==> config.mk <==
export PLATFORM = sky130hd
export DESIGN_NAME = i2s_tx
export DESIGN_NICKNAME = d
export VERILOG_FILES = /design/src/rtl/i2s_tx.sv
export SDC_FILE = /design/constraint.sdc
export NUM_CORES = 1
export LEC_CHECK = 0
export BUFFER_PORTS_ARGS = -buffer_cell sky130_fd_sc_hd__buf_2
export CAP_MARGIN = 20
export CORE_MARGIN = 4
export CORE_UTILIZATION = 55
export CTS_CLUSTER_DIAMETER = 100
export DETAILED_ROUTE_END_ITERATION = 6
export GPL_TIMING_DRIVEN = 0
export PLACE_DENSITY = 0.85
export SLEW_MARGIN = 10
export SYNTH_ARGS = -nofsm -noshare
export SYNTH_HDL_FRONTEND = slang
export SYNTH_SLANG_ARGS = --single-unit
==> constraint.sdc <==
create_clock -name clk_i -period 7.4 [get_ports clk_i]
set_input_delay 0.37 -clock clk_i [delete_from_list [all_inputs] [get_ports clk_i]]
set_output_delay 0.37 -clock clk_i [all_outputs]
set_load 0.05 [all_outputs]
==> src/rtl/i2s_tx.sv <==
// rtl/i2s_tx.sv - I2S transmitter: one-pair holding register, 64-slot stereo frame, BCLK divided from clk_i
module i2s_tx #(
    parameter int unsigned BCLK_DIV = 8
) (
    input  logic        clk_i,
    input  logic        rst_i,
    input  logic [23:0] left_i,
    input  logic [23:0] right_i,
    input  logic        valid_i,
    output logic        ready_o,
    output logic        bclk_o,
    output logic        lrck_o,
    output logic        dat_o,
    output logic        underrun_o
);

    logic [7:0]  r_div_cnt;
    logic        r_bclk;
    logic        r_lrck;
    logic        r_dat;
    logic        r_underrun;
    logic        r_full;
    logic [5:0]  r_bit_cnt;
    logic [23:0] r_hold_l;
    logic [23:0] r_hold_r;
    logic [23:0] r_shift_l;
    logic [23:0] r_shift_r;

    logic        w_tc;
    logic        w_fall;
    logic        w_load;
    logic        w_accept;
    logic [5:0]  w_next;
    logic [4:0]  w_idx;
    logic        w_in_data;
    logic        w_bit;

    assign w_tc     = (r_div_cnt == 8'(BCLK_DIV - 1));
    assign w_fall   = w_tc && r_bclk;
    assign w_load   = w_fall && (r_bit_cnt == 6'd63);
    assign w_accept = valid_i && !r_full;
    assign w_next   = r_bit_cnt + 6'd1;

    // Both channel halves share the slot-within-half arithmetic: slots 1..24 carry bits 23..0.
    assign w_idx     = 5'd24 - w_next[4:0];
    assign w_in_data = (w_next[4:0] != 5'd0) && (w_next[4:0] <= 5'd24);
    assign w_bit     = w_next[5] ? r_shift_r[w_idx] : r_shift_l[w_idx];

    always_ff @(posedge clk_i or posedge rst_i) begin
        if (rst_i) begin
            r_div_cnt  <= 8'd0;
            r_bclk     <= 1'b0;
            r_lrck     <= 1'b1;
            r_dat      <= 1'b0;
            r_underrun <= 1'b0;
            r_full     <= 1'b0;
            r_bit_cnt  <= 6'd63;
            r_hold_l   <= 24'd0;
            r_hold_r   <= 24'd0;
            r_shift_l  <= 24'd0;
            r_shift_r  <= 24'd0;
        end else begin
            r_underrun <= 1'b0;
            if (w_tc) begin
                r_div_cnt <= 8'd0;
                r_bclk    <= !r_bclk;
            end else begin
                r_div_cnt <= r_div_cnt + 8'd1;
            end

            if (w_fall) begin
                r_bit_cnt <= w_next;
                r_lrck    <= w_next[5];
                r_dat     <= w_in_data ? w_bit : 1'b0;
            end

            // Frame load takes whatever was buffered before this edge; a same-cycle accept refills.
            if (w_load) begin
                r_shift_l  <= r_full ? r_hold_l : 24'd0;
                r_shift_r  <= r_full ? r_hold_r : 24'd0;
                r_underrun <= !r_full;
            end

            if (w_accept) begin
                r_hold_l <= left_i;
                r_hold_r <= right_i;
                r_full   <= 1'b1;
            end else if (w_load) begin
                r_full <= 1'b0;
            end
        end
    end

    assign ready_o    = !r_full;
    assign bclk_o     = r_bclk;
    assign lrck_o     = r_lrck;
    assign dat_o      = r_dat;
    assign underrun_o = r_underrun;

endmodule
# == Word level (Yosys, flattened, before mapping) ==
# Index checks and enable logic that the tools add are counted.
# op_classes
addsub,3
n_mul,0
div_mod_pow,0
order_cmp,2
n_eq_ne,2
shift,0
muxes,12
bitwise,0
reduce_logical,8
# ops
op,n
two-way mux 24 bit,2
binary-select mux 1 bit (select 5 bit),2
"adder 8 x 1 -> 8 bit, second input constant",1
"== test 8 x 3 -> 1 bit, second input constant",1
two-way mux 8 bit,1
two-way mux 1 bit,7
"adder 6 x 1 -> 6 bit, second input constant",1
"== test 6 bit, second input constant",1
"< comparator 5 x 6 -> 1 bit, second input constant",1
"less-or-equal comparator 5 bit, second input constant",1
nonzero test 5 bit,1
"subtractor 5 bit, first input constant",1
logical AND 1 bit,4
logical NOT 1 bit,2
nonzero test 2 bit,1
# totals
ff_bits,115
latch_bits,0
ram_bits,0
rom_bits,0
input_bits,51
output_inout_bits,5
wordCells,38
mem_count,0

# == Depth between registers and ports, before layout ==
# logic_depth
depth_word,6
mapped_depth,10
ltp_nobuf,7

# == Worst setup path after synthesis ==
# Ideal clock, no wire load.
# synth_path
path_kind,register -> register
from,reg r_bit_cnt[1]
to,"reg r_dat, in the netlist dat_o"
setup_ps,126
t_arrival_ps,2050
required_time_ps,7274
path_slack_ps,5224
path_stages_with_launch,9
n_path_buf,2
synth_period_minus_slack_ps,2176
path_cell_list,dfstp_2 > ha_1 > buf_2 > buf_2 > mux4_2 > mux2i_1 > mux2i_1 > a21oi_1 > o31ai_1
# synth_via
elab_chain_len,6
word_cells_on_any_way,11
cone_classes,add/sub (2); order compare (1); mux (6); reduce/logical (2)
# synth_lines
element,line,text
start: declaration,23,logic [5:0] r_bit_cnt;
start signal: assignment,72,r_bit_cnt <= w_next;
adder 6 x 1 -> 6 bit (*),42,assign w_next = r_bit_cnt + 6'd1;
via w_next[1],33,logic [5:0] w_next;
subtractor 5 bit,45,assign w_idx = 5'd24 - w_next[4:0];
binary-select mux 1 bit (select 5 bit),47,assign w_bit = w_next[5] ? r_shift_r[w_idx] : r_shift_l[w_idx];
two-way mux 1 bit (not written as such),47,
two-way mux 1 bit,47,
two-way mux 1 bit (*),74,r_dat <= w_in_data ? w_bit : 1'b0;
end signal: assignment,74,
end: declaration,20,logic r_dat;
# Mark *: on every way through the listed nets, which the timed path passes. The rest lies on a longest branch. The select of a mux whose other input is x is not followed.
# A chain may end at the register's enable or synchronous reset.

# == Final worst setup path ==
# Ends and elaborated chain as after synthesis.

==> results.yml <==
logic_synthesis:
  synth_top_family_by_area: "multiplexers"
  ys_types: 40
  syn_inst: 424
  synth-edff-count: 0
  synth_seq_cells: 114
  syn_area_per_cell_um2: 11.8
  syn-num-nets: 479
  synth.largest_area_cell: "dfrtp_1"
  synth.cell_area_um2: 5000
  synth_top_area_frac: 0.541
  synth_compound_area_frac: 0.0561
  yosys.area_share.xor_xnor: 0.0280
  ys_top_cells_by_count: "dfrtp_1 (108), nand2_1 (104), mux2_2 (48), o21ai_1 (30), o21ai_0 (18)"
  synthMuxAreaShare: 0.177
  synthArstFlopShare: 1.00
  yosysMostFrequentCell: "dfrtp_1"
  synth_area_leaders: "dfrtp_1 (54%), mux2_2 (11%), nand2_1 (7.8%)"
  synth_warnings: 0
  seq_area_frac_synth: 0.572
  ys.flop_type: "dfrtp_1"
  synthAdderAreaFrac: 0.0100
  yosys.area_share.simple: 0.125
die:
  dieArea_um2: 10700
  std_cell_rows: 34
  core_area_um2: 8760
  start_util: 0.570
  io_pins: 56
  die_h_um: 103
  die_w_um: 103
drt:
  wl_met3_um: 775
  routed_via_density: 5.55
  vias: 3443
  wire_per_inst_um: 16.5
  drtAntennaViolNets: 0
  dr.pass1.iters: 4
  wl_met2_um: 5180
  m1WireLength_um: 4080
  drc: 0
  drt_iter0_drc: 231
  routed_wl_um: 10200
  highest_layer: "met4"
timing:
  tightest_slew_ps: 679
  rsz0062_at_grt: "false"
  timing.hold.ws_ps: 73.1
  final-hold-violation-count: 0
  max_freq_mhz: 395
  tns_ps: 0
  slew_violations: 0
  fin_skew_ps: 9.35
  finalSetupViolations: 0
  finalCritPeriodShare: 0.342
  fin_crit_ps: 2530
  slew_headroom: 0.547
clock_network:
  clock-root-buffer: "clkbuf_8"
  cts_setup_buffers: 0
  clock_latency_ps: 530
  cts_resized: 0
  htreeDepth: 4
  hold_buffers: 1
  cts_tree: "yes"
  cts.sink_count: 114
  max-clock-path-buffers: 2
  clk_pin_slew_worst_paths_ps: 60
  numCtsBuffers: 17
global_route:
  antenna_found_initial: 0
  grt_overflow: 0
  grt_usage: 0.217
  grt_pass1_wl_um: 16900
  grt_pass1_vias: 3526
  grt_max_degree: 69
place:
  gp_congestion: 0.852
  hpwlAfterDp_um: 6960
  io_buffers: 55
worst_setup_path:
  start_kind: "flip-flop"
  worstPathRequired_ps: 7800
  critical_path.max_fanout: 10
  crit_path_end_kind: "flip-flop"
  setup.worst_path.class: "reg -> reg"
  critPathArrivalTime_ps: 2930
flow_run:
  cap_violations: 0
layout:
  fillers: 633
  synthToLayoutAreaGrowth_pct: 19.3
  antenna_cells: 0
  drive_above_1_share: 0.334
  nNetsFinal: 555
pwr:
  p_leak_nw: 2.82
  power.density_nw_per_um2: 281
  ir_drop_v: 0.000188
outcome:
  status: "complete, no violations"
min_path:
  hold_class: "in -> reg"
## cell type report
| class | instances | area, µm² | share of cell area |
|---|---|---|---|
| flip-flops and latches | 114 | 2860 | 0.480 |
| multi-input cells | 280 | 1980 | 0.332 |
| clock buffers | 21 | 449 | 0.0753 |
| repair buffers | 57 | 313 | 0.0525 |
| plain buffers | 27 | 148 | 0.0248 |
| well taps | 108 | 135 | 0.0227 |
| clock inverters | 10 | 62.6 | 0.0105 |
| inverters | 3 | 16.3 | 0.00273 |
## layout by cell type (no fill, tap or decap), drive strengths merged, types with 3 or more instances in the layout
cell type    n
nand3        9
nand2      104
xor2         7
dfrtp      108
mux2        48
buf         69
nor2         6
dfstp        6
inv          3
o21ai       48
clkbuf      35
nor2b        4
mux2i        5
xnor2        9
mux4        13
ha           4
clkinv       8
## kinds of logic (layout without fill, tap and decap cells)
logic type / after synthesis / in the layout
AO/OA/AOI/OAI: 54 / 54
XOR/XNOR: 16 / 16
adder cells (fa/ha/maj): 4 / 4
buffers and inverters: 30 / 118
flip-flops: 114 / 114
multiplexers: 66 / 66
AND/OR/NAND/NOR: 140 / 140
## layer usage
metal | global-route usage | up-vias
met5 | 0 | -
met4 | 0.0787 | 0
met3 | 0.0791 | 15
met2 | 0.354 | 106
met1 | 0.266 | 1714
li1 | - | 1608
## worst max-delay path, cell delays in order, from the launching register on
cell,delay (ps)
dfstp_2,580
ha_1,130
buf_2,220
buf_2,380
mux4_2,550
mux2i_1,220
mux2i_1,100
a21oi_1,140
o31ai_1,80
## power breakdown
group / internal (W) / total [W] / switching (W)
Sequential: 0.000727 / 0.000783 / 0.0000563
Clock: 0.000423 / 0.000696 / 0.000273
Combinational: 0.000110 / 0.000198 / 0.0000886
## metrics by stage
step            util  std cells  setup slack, ps  total power (W)  instance area (µm²)
6_report       0.680        620             4870          0.00168                 5960
5_1_grt        0.680        620             4660          0.00176                 5960
4_1_cts        0.680        620             4840          0.00169                 5960
3_5_place_dp   0.621        588             4850         0.000992                 5440
3_3_place_gp   0.617        587             2970         0.000971                 5410
2_1_floorplan      -        424             4020         0.000924                 5000
## flip-flops by register name (all words and copies together), names as in the netlist
signal,count
r_div_cnt,8
bclk_o,1
r_full,1
r_hold_r,24
r_shift_r,24
r_shift_l,24
underrun_o,1
dat_o,1
r_hold_l,24
r_bit_cnt,5
lrck_o,1
## path summary, 6_finish.rpt
check / startpoint / end / slack (ps) / cells past startpoint
min in group asynchronous: rst_i / r_hold_r[22] / 420 / 3
max in group asynchronous: rst_i / r_bit_cnt[4] / 6270 / 4
min: right_i[7] / r_hold_r[7] / 70 / 2
max reg2reg: r_bit_cnt[1] / dat_o / 4870 / 8
min reg2reg: r_div_cnt[0] / r_div_cnt[0] / 450 / 1
max: r_bit_cnt[1] / dat_o / 4870 / 8
No activity file was read; power rests on OpenSTA's default activity.
